**config.mk**
```make
export PLATFORM = sky130hd
export DESIGN_NAME = l2_sumsq_stream
export DESIGN_NICKNAME = d
export VERILOG_FILES = /design/src/rtl/l2_pkg.sv /design/src/rtl/l2_square.sv /design/src/rtl/l2_sumsq_stream.sv
export SDC_FILE = /design/constraint.sdc
export NUM_CORES = 1
export LEC_CHECK = 0
export CAP_MARGIN = 10
export CORE_ASPECT_RATIO = 1.25
export CORE_UTILIZATION = 63
export DETAILED_ROUTE_END_ITERATION = 10
export PLACE_DENSITY = 0.95
export SLEW_MARGIN = 20
export SYNTH_ARGS = -nofsm -noshare
export SYNTH_HDL_FRONTEND = slang
export SYNTH_SLANG_ARGS = --single-unit
```
**constraint.sdc**
```tcl
create_clock -name clk -period 7.6 [get_ports clk]
set_input_delay 0.76 -clock clk [delete_from_list [all_inputs] [get_ports clk]]
set_output_delay 0.76 -clock clk [all_outputs]
set_load 0.02 [all_outputs]
```
**src/rtl/l2_pkg.sv**
```systemverilog
`default_nettype none
// ============================================================================
// Module      : l2_pkg
// Description : Shared types and saturating add for the L2-norm datapath.
// Revision    : 1.0 - initial release
// ============================================================================
package l2_pkg;

    typedef enum logic [1:0] {
        ACCUM = 2'd0,
        DRAIN = 2'd1,
        HOLD  = 2'd2
    } l2_state_t;

    localparam int SAT_W = 64;

    // Returns {saturated, result}; result is clamped to 2^width-1 (width < SAT_W).
    function automatic logic [SAT_W:0] sat_add(
        input logic [SAT_W-1:0] a,
        input logic [SAT_W-1:0] b,
        input int               width
    );
        logic [SAT_W:0] sum;
        logic [SAT_W:0] lim;
        sum = {1'b0, a} + {1'b0, b};
        lim = ((SAT_W+1)'(1) << width) - (SAT_W+1)'(1);
        if (sum > lim) begin
            sat_add = {1'b1, lim[SAT_W-1:0]};
        end else begin
            sat_add = {1'b0, sum[SAT_W-1:0]};
        end
    endfunction

endpackage
`default_nettype wire

```
**src/rtl/l2_square.sv**
```systemverilog
`default_nettype none
// ============================================================================
// Module      : l2_square
// Description : Two-stage registered squarer (S1 element, S2 square) with
//               valid/last sideband.
// Revision    : 1.0 - initial release
// ============================================================================
module l2_square #(
    parameter int DATA_W = 8,
    parameter int SIGNED = 0
) (
    input  logic                  clk,
    input  logic                  reset,
    input  logic                  in_valid,
    input  logic [DATA_W-1:0]     in_data,
    input  logic                  in_last,
    output logic                  sq_valid,
    output logic [2*DATA_W-1:0]   sq_data,
    output logic                  sq_last
);

    logic                r_s1_valid;
    logic                r_s1_last;
    logic [DATA_W-1:0]   r_s1_data;
    logic                r_s2_valid;
    logic                r_s2_last;
    logic [2*DATA_W-1:0] r_s2_sq;
    logic [2*DATA_W-1:0] w_ext;
    logic [2*DATA_W-1:0] w_sq;

    // The true square always fits in 2*DATA_W bits, so a modular product of
    // the extended operand is exact for both signed and unsigned elements.
    generate
        if (SIGNED != 0) begin : g_signed_ext
            assign w_ext = {{DATA_W{r_s1_data[DATA_W-1]}}, r_s1_data};
        end else begin : g_unsigned_ext
            assign w_ext = {{DATA_W{1'b0}}, r_s1_data};
        end
    endgenerate

    assign w_sq = w_ext * w_ext;

    always_ff @(posedge clk) begin
        if (reset) begin
            r_s1_valid <= 1'b0;
            r_s2_valid <= 1'b0;
        end else begin
            r_s1_valid <= in_valid;
            r_s2_valid <= r_s1_valid;
        end
    end

    always_ff @(posedge clk) begin
        if (in_valid) begin
            r_s1_data <= in_data;
            r_s1_last <= in_last;
        end
        if (r_s1_valid) begin
            r_s2_sq   <= w_sq;
            r_s2_last <= r_s1_last;
        end
    end

    assign sq_valid = r_s2_valid;
    assign sq_data  = r_s2_sq;
    assign sq_last  = r_s2_last;

endmodule
`default_nettype wire

```
**src/rtl/l2_sumsq_stream.sv**
```systemverilog
`default_nettype none
// ============================================================================
// Module      : l2_sumsq_stream
// Description : Streaming sum-of-squares engine: squarer pipeline, saturating
//               S3 accumulator, element count and result hold handshake.
// Revision    : 1.0 - initial release
// ============================================================================
module l2_sumsq_stream
    import l2_pkg::*;
#(
    parameter  int DATA_W  = 8,
    parameter  int SIGNED  = 0,
    parameter  int MAX_LEN = 16,
    localparam int CNT_W   = $clog2(MAX_LEN + 1),
    localparam int ACC_W   = 2 * DATA_W + CNT_W
) (
    input  logic              clk,
    input  logic              reset,
    input  logic              in_valid,
    output logic              in_ready,
    input  logic [DATA_W-1:0] in_data,
    input  logic              in_last,
    output logic              out_valid,
    input  logic              out_ready,
    output logic [ACC_W-1:0]  out_sum,
    output logic [CNT_W-1:0]  out_count,
    output logic              out_overflow
);

    l2_state_t             r_state;
    l2_state_t             w_state_next;
    logic                  w_accept;
    logic                  w_release;
    logic                  w_sq_valid;
    logic                  w_sq_last;
    logic [2*DATA_W-1:0]   w_sq_data;
    logic [SAT_W:0]        w_sat;
    logic                  w_unused_sat;
    logic [ACC_W-1:0]      r_acc;
    logic [CNT_W-1:0]      r_count;
    logic                  r_ovf;

    assign in_ready  = (r_state == ACCUM) && !reset;
    assign out_valid = (r_state == HOLD);
    assign w_accept  = in_valid && in_ready;
    assign w_release = out_valid && out_ready;

    l2_square #(
        .DATA_W (DATA_W),
        .SIGNED (SIGNED)
    ) u_square (
        .clk      (clk),
        .reset    (reset),
        .in_valid (w_accept),
        .in_data  (in_data),
        .in_last  (in_last),
        .sq_valid (w_sq_valid),
        .sq_data  (w_sq_data),
        .sq_last  (w_sq_last)
    );

    assign w_sat        = sat_add(SAT_W'(r_acc), SAT_W'(w_sq_data), ACC_W);
    assign w_unused_sat = ^w_sat[SAT_W-1:ACC_W];

    always_ff @(posedge clk) begin
        if (reset) begin
            r_state <= ACCUM;
        end else begin
            r_state <= w_state_next;
        end
    end

    // DRAIN ends on the edge where the last square lands in the accumulator.
    always_comb begin
        w_state_next = r_state;
        case (r_state)
            ACCUM:   if (w_accept && in_last)      w_state_next = DRAIN;
            DRAIN:   if (w_sq_valid && w_sq_last)  w_state_next = HOLD;
            HOLD:    if (out_ready)                w_state_next = ACCUM;
            default:                               w_state_next = ACCUM;
        endcase
    end

    always_ff @(posedge clk) begin
        if (reset || w_release) begin
            r_acc   <= '0;
            r_count <= '0;
            r_ovf   <= 1'b0;
        end else begin
            if (w_sq_valid) begin
                r_acc <= w_sat[ACC_W-1:0];
                if (w_sat[SAT_W]) begin
                    r_ovf <= 1'b1;
                end
            end
            if (w_accept) begin
                if (r_count == CNT_W'(MAX_LEN)) begin
                    r_ovf <= 1'b1;
                end else begin
                    r_count <= r_count + CNT_W'(1);
                end
            end
        end
    end

    assign out_sum      = r_acc;
    assign out_count    = r_count;
    assign out_overflow = r_ovf;

endmodule
`default_nettype wire

```
==> key figures, run 1 <==
Timing
  • Final number of hold-violating endpoints: 0
  • Setup repair after global routing missed its margin: false
  • Share of the cycle needed by the critical path after routing: 62.12%
  • Max Clock Freq: 211.8 MHz
  • Post-route setup TNS: 0 ps
  • Post-route clock skew: 12.69 ps
  • Pins over their slew limit: 0
  • Max transition margin: 48.58%
  • Total of endpoints with negative setup slack in the final report: 0
  • Worst Tran Pin Value: 770.3 ps
  • Time the final worst path needs with I/O delays and setup: 4721 ps
  • Worst Hold Slack: 439.3 ps

Worst hold path
  • Hold crit path type: flip-flop to flip-flop
  • Launch point of the worst hold path: u_square.r_s1_last$_DFFE_PP_
  • Endpoint of the worst hold-timing path: u_square.sq_last$_DFFE_PP_
  • Worst hold path stage count: 0

CTS
  • CTS HTree Levels: 2
  • Resize count post-CTS: 0
  • Count of hold-fix buffers inserted at cts: 0
  • Buffer count from post-CTS setup fixing: 0
  • Cell at the root of the clock tree: clkbuf_8
  • Clock transition at the register clock pins on the worst setup and hold paths after CTS: 100 ps
  • Number of buffers created by CTS: 5
  • Clock tree from TritonCTS: yes
  • Num Clock Sinks: 56
  • Maximum number of buffers from clock root to sink: 2
  • Source-to-sink clock delay at the later pin of the worst-skew pair: 310 ps

Global route
  • Initial antenna violation count: 0
  • First-pass GRT wire length: 15.17 mm
  • Largest net degree at the start of global routing: 24
  • Global route overflow: 0
  • All-layer global routing usage: 27.07%
  • Vias in the first global route: 3389

Detailed routing
  • Vias per Instance: 5.755
  • Routed vias: 3292
  • ANT nets after route: 0
  • Drt first-iter violations: 152
  • DRC violation count after routing: 0
  • Detailed-route wire length: 8.974 mm
  • Total iterations of the first detailed-routing run: 4
  • WL per Instance: 15.69 um

Status
  • Result of the run: finished, final reports clean

Floorplanning
  • Vertical extent of the die: 94.41 um
  • Starting Density: 65.56%
  • Number of I/O pins: 42
  • Floorplan die width: 75.93 um
  • Area of the die: 7169 um^2
  • Placeable core area: 6565 um^2
  • Rows: 33

Setup path
  • CP max-delay cell: edfxtp_1
  • Critical Path Most Common Cell: inv_1
  • Largest stage delay on the critical path: 530 ps
  • Data required time of the worst path: 7680 ps
  • Logic depth of the worst register-to-register path: 17
  • Worst Path Max Fanout: 8
  • Endpoint kind of the worst setup timing path: flip-flop
  • WS Path Type: flip-flop to flip-flop
  • Worst R2R Setup Slack: 2880 ps
  • Startpoint of the lowest-slack register-to-register path: u_square.r_s1_data[4]$_DFFE_PP_
  • Element type at the critical path start: flip-flop
  • Cell-by-cell trace of the critical path: and2_1 > inv_1 > fa_1 > fa_1 > inv_1 > ha_1 > inv_1 > fa_1 > inv_1 > ha_1 > a21o_1 > a21oi_1 > nor2b_1 > o41a_1 > a41oi_1 > nor2b_1 > xnor2_1
  • Endpoint arrival time on the critical path: 4800 ps
  • Endpoint of the worst register-to-register path: u_square.sq_data[13]$_DFFE_PP_

Yosys
  • Synthesized area divided by synthesized cell count: 9.672 um^2
  • Cell count after synthesis: 445
  • Area share of the largest cell type after synthesis: 17.44%
  • Top post-synthesis cells by count: inv_1 (54), ha_1 (48), a21oi_1 (35), dfxtp_1 (31), nand2_1 (31)
  • Sequential share of the synthesized area: 31.86%
  • Count of flip-flops with a built-in enable after synthesis: 25
  • Mux cell area share after synthesis: 0.4651%
  • Number of synthesis warnings: 0
  • Share of synthesized registers carrying an async set or reset: 0%
  • Library cell occupying the most area in the post-synthesis netlist: edfxtp_1
  • Library cells used by synthesis: 52
  • Seq cells post-synth: 56
  • Largest cells by area after synthesis: edfxtp_1 (17%), dfxtp_1 (14%), ha_1 (14%)
  • Primary FF master, synth: dfxtp_1
  • Adder-cell area share of the yosys netlist: 26.05%
  • Synthesized-area fraction occupied by xor and xnor cells: 7.122%
  • Dominant combinational cell family by area after synthesis: adder cells
  • Simple-gate share of the synthesized area: 13.95%
  • Most frequent cell after synthesis: inv_1
  • Synth Cell Area: 4304 um^2
  • Synthesized-area fraction occupied by ao, oa, aoi and oai cells: 14.88%
  • Post-Syn Nets: 532

Place
  • Gpl congestion: 0.9420
  • Cell area reported after detailed placement: 4790 um^2
  • Dpl hpwl: 6.937 mm
  • Number of buffer cells added on primary ports: 41

Finish
  • Finished Cell Area: 4886 um^2
  • Final-stage net count: 571
  • Diodes inserted: 0
  • Filler Cells Inserted: 435
  • Layout cell share with drive strength beyond 1: 4.124%
  • Area added between synthesis and finish: 13.52%

Run
  • Max Cap Violations: 0

Power
  • Worst IR drop on VDD: 0.0001193 V
  • Pwr/cell area: 195.2 nW/um^2
  • Leakage power summed over all cells: 2.167 nW
-- cell usage in the layout (no fill, tap or decap), types with 8 or more instances in the layout --
master           netlist  layout
o21ai_0               15      15
nand2_1               31      31
nor2_1                27      27
dfxtp_1               31      31
nor3_1                 8       8
clkdlybuf4s50_1        0      41
ha_1                  48      48
edfxtp_1              25      25
fa_1                  26      26
xor2_1                14      14
inv_1                 54      54
nor2b_1               11      11
and2_1                18      18
xnor2_1               21      21
a21oi_1               35      35
-- worst max-delay path: cells and delay by family (launching register included) --
family	cells	cell delay [ps]
AO/OA/AOI/OAI	4	1080
XOR/XNOR	1	80
buffers and inverters	4	220
flip-flops	1	530
AND/OR/NAND/NOR	3	540
adder cells (fa/ha/maj)	5	2020
-- registers in the layout, indices dropped and copies added (netlist names) --
name,cells
u_square.r_s1_data,8
out_sum,21
r_state,2
out_overflow,1
u_square.sq_last,1
out_count,5
u_square.r_s1_last,1
u_square.sq_data,15
u_square.r_s1_valid,1
u_square.sq_valid,1
-- where the power goes --
group / internal [W] / total, W / switching (W) / leakage (nW)
Combinational: 0.000184 / 0.000408 / 0.000223 / 1.63
Clock: 0.0000748 / 0.000173 / 0.0000984 / 0.0516
Sequential: 0.000354 / 0.000373 / 0.0000185 / 0.486
-- kinds of logic after synthesis --
| kind of cell | count (synthesis) |
|---|---|
| simple gates | 120 |
| compound gates | 94 |
| fa+ha+maj | 74 |
| buf+inv | 64 |
| flops | 56 |
| xor+xnor | 35 |
| mux | 2 |
-- through the flow --
| stage | instances | total power (W) | util (%) | worst slack (ps) |
|---|---|---|---|---|
| 2_1_floorplan | 445 | 0.0006842 | - | 3277 |
| 3_3_place_gp | 564 | 0.0007534 | 72.96 | 3143 |
| 3_5_place_dp | 564 | 0.0007790 | 72.96 | 2922 |
| 4_1_cts | 572 | 0.0009574 | 74.42 | 2906 |
| 5_1_grt | 572 | 0.001020 | 74.42 | 2619 |
| 6_report | 572 | 0.0009538 | 74.42 | 2879 |
-- worst max-delay path by stage --
stage,startpoint,end,slack [ps]
after global routing,u_square.r_s1_data[4]$_DFFE_PP_,u_square.sq_data[13]$_DFFE_PP_,2620
after global placement,u_square.r_s1_data[4]$_DFFE_PP_,u_square.sq_data[13]$_DFFE_PP_,3140
after detailed placement,u_square.r_s1_data[4]$_DFFE_PP_,u_square.sq_data[13]$_DFFE_PP_,2920
final,u_square.r_s1_data[4]$_DFFE_PP_,u_square.sq_data[13]$_DFFE_PP_,2880
after floorplan,u_square.r_s1_data[5]$_DFFE_PP_,u_square.sq_data[13]$_DFFE_PP_,3280
after CTS,u_square.r_s1_data[4]$_DFFE_PP_,u_square.sq_data[13]$_DFFE_PP_,2910
-- metal layers --
layer	vias up	routed length [um]	GRT usage (%)
met5	-	0	0
met4	0	210	10.10
met3	20	319	4.444
met2	84	4892	52.80
met1	1586	3551	29.48
li1	1602	-	-
-- layout make-up --
type | count | area (um^2) | area share (%)
inverter | 54 | 202.7 | 4.149
clock inverter | 2 | 13.76 | 0.2817
sequential | 56 | 1371 | 28.07
multi-input combinational | 325 | 2689 | 55.03
timing repair buffer | 42 | 417.9 | 8.553
tap | 87 | 108.9 | 2.228
clock buffer | 6 | 82.58 | 1.690
Note: power is estimated with default switching activity, not from simulation.
==> run 2, diff against run 1 <==
- CORE_UTILIZATION: 63 -> 58
- PLACE_DENSITY: 0.95 -> 0.93
- clock period: 7.6 -> 4.43 ns (I/O delays scaled with it)
==> run 2 against run 1 <==
Cell count grew 4.4%. Sequential power grew 71%. Clock skew is essentially flat. Count of clock-buffer cells in the layout shrank 1. First-iteration DRC count grew 26%. Setup slack lost 2800 ps. Design area grew 5.2%. Total power grew 82%. Combinational power grew 97%. Critical path depth shrank 1. Flip-flop and latch count is the same.
==> key figures, run 2 (same netlist as run 1, synthesis figures left out) <==
Power
  • Leakage power summed over all cells: 2.279 nW
  • Clock group share of total power: 16.9%
  • Net Sw Power: 0.0006337 W
  • Gate power share: 46.3%
  • Pwr/cell area: 337.4 nW/um^2
  • Sw Ratio: 36.55%
  • P_int: 0.001100 W
  • Worst IR drop on VDD: 0.0001943 V
  • Register share of total power: 36.8%

Floorplanning
  • Number of I/O pins: 42
  • Vertical extent of the die: 98.32 um
  • Area of the die: 7772 um^2
  • Rows: 34
  • Starting Density: 60.95%
  • Placeable core area: 7062 um^2
  • Floorplan die width: 79.05 um

Global route
  • Vias in the first global route: 3469
  • First-pass GRT wire length: 15.06 mm
  • Most used routing layer in global routing: met2
  • Fraction of met2 tracks used by global routing: 46.82%
  • All-layer global routing usage: 24.61%
  • Initial antenna violation count: 0
  • GR Util met1: 27.42%
  • GRT met3 Usage: 3.458%
  • Global route overflow: 0
  • Largest net degree at the start of global routing: 24

Worst hold path
  • Hold crit path type: flip-flop to flip-flop
  • Launch point of the worst hold path: u_square.r_s1_last$_DFFE_PP_

Timing
  • Final number of hold-violating endpoints: 0
  • Worst Hold Slack: 435.5 ps
  • Post-route clock skew: 13.07 ps
  • Final worst setup slack: 109.7 ps
  • Max Clock Freq: 231.5 MHz
  • Pins over their slew limit: 0
  • Time the final worst path needs with I/O delays and setup: 4320 ps
  • Total of endpoints with negative setup slack in the final report: 0
  • Max transition margin: 46.91%
  • Worst Tran Pin Value: 795.3 ps
  • Post-route setup TNS: 0 ps
  • Share of the cycle needed by the critical path after routing: 97.52%

Detailed routing
  • Vias per Instance: 5.776
  • Routed vias: 3448
  • Total iterations of the first detailed-routing run: 4
  • WL per Instance: 16.06 um
  • Detailed-route wire length: 9.585 mm
  • DRC violation count after routing: 0
  • ANT nets after route: 0
  • Drt first-iter violations: 192

Finish
  • Highest-count cells in the layout ignoring fill and taps: inv_1 (49), ha_1 (44), clkdlybuf4s50_1 (41), a21oi_1 (34), dfxtp_1 (31)
  • Diodes inserted: 0
  • Final-stage net count: 593
  • Max reg flops: 21
  • Leading cell type in the layout, fill and taps excluded: inv_1
  • Layout cell share with drive strength beyond 1: 11.83%
  • Area added between synthesis and finish: 19.42%
  • Finished Cell Area: 5140 um^2

Place
  • Setup slack after placement: -25.50 ps
  • Dpl hpwl: 7.229 mm
  • Cell area reported after detailed placement: 4876 um^2
  • Number of buffer cells added on primary ports: 41
  • Gpl congestion: 0.9213

CTS
  • Clock tree from TritonCTS: yes
  • Num Clock Sinks: 56
  • Source-to-sink clock delay at the later pin of the worst-skew pair: 320 ps
  • Maximum number of buffers from clock root to sink: 2
  • Clock transition at the register clock pins on the worst setup and hold paths after CTS: 100 ps
  • Number of buffers created by CTS: 5
  • CTS HTree Levels: 2
  • Cell at the root of the clock tree: clkbuf_8
  • Count of hold-fix buffers inserted at cts: 0

Setup path
  • Endpoint arrival time on the critical path: 4400 ps
  • Worst R2R Setup Slack: 110 ps
  • Element type at the critical path start: flip-flop
  • Beginning of the critical path: u_square.r_s1_data[2]$_DFFE_PP_
  • Critical path endpoint: u_square.sq_data[13]$_DFFE_PP_
  • WS Path Type: flip-flop to flip-flop
  • Endpoint of the worst register-to-register path: u_square.sq_data[13]$_DFFE_PP_
  • Startpoint of the lowest-slack register-to-register path: u_square.r_s1_data[2]$_DFFE_PP_
  • Worst Path Max Fanout: 6
  • Data required time of the worst path: 4510 ps
  • Logic depth of the worst register-to-register path: 16
  • Endpoint kind of the worst setup timing path: flip-flop

Status
  • Result of the run: finished, final reports clean

Run
  • Max Cap Violations: 0
run 2: per-layer routing:
metal	wire length, um	share of wire (%)	vias up
li1	-	-	1638
met1	3709	39	1688
met2	5307	55	98
met3	330	3.4	24
met4	237	2.5	0
met5	0	0	-
run 2: cell type report:
type | count | area, um^2
multi-input cells | 325 | 2778
fillers | 484 | 1922
flip-flops and latches | 56 | 1371
repair buffers | 64 | 586.8
inverters | 54 | 202.7
well taps | 90 | 112.6
clock buffers | 5 | 68.82
clock inverters | 3 | 20.02
run 2: how the worst min path moves through the flow:
stage / cells after the start / to / slack, ps
finish: 0 / u_square.sq_last$_DFFE_PP_ / 440
global route: 0 / u_square.sq_last$_DFFE_PP_ / 450
CTS: 0 / u_square.sq_last$_DFFE_PP_ / 430
detailed placement: 0 / u_square.sq_last$_DFFE_PP_ / 410
global placement: 0 / u_square.sq_last$_DFFE_PP_ / 400
floorplan: 0 / u_square.sq_last$_DFFE_PP_ / 400
run 2: stage by stage:
step / power (W) / utilization, % / instances
after CTS: 0.001629 / 70.77 / 590
after detailed placement: 0.001336 / 69.05 / 578
after global routing: 0.001852 / 72.79 / 597
after global placement: 0.001293 / 69.05 / 578
final: 0.001734 / 72.79 / 597
after floorplan: 0.001174 / - / 445
run 2: repair_timing:
item | 4_1_cts | 5_1_grt
setup buffers | 4 | 7
gates resized for setup | 1 | 18
cloned | 0 | 0
pin swaps | 0 | 9
endpoints found under the setup margin | 2 | 6
run 2: power groups by stage:
stage	Sequential [W]	Combinational, W	Clock (W)
2_1_floorplan	0.000650	0.000524	0
5_1_grt	0.000643	0.000889	0.000320
3_5_place_dp	0.000650	0.000686	0
3_3_place_gp	0.000647	0.000646	0
6_report	0.000638	0.000803	0.000293
4_1_cts	0.000638	0.000697	0.000295
run 2: worst max-delay path: stages, from the launching register on:
cell	delay, ps
edfxtp_1	440
buf_4	180
and2_1	190
ha_1	290
xnor2_1	140
ha_1	290
inv_1	50
fa_1	520
fa_1	560
inv_1	40
ha_1	330
a21oi_2	170
nor2b_1	80
o41a_1	360
a41oi_2	170
nor2b_2	180
xnor2_1	70
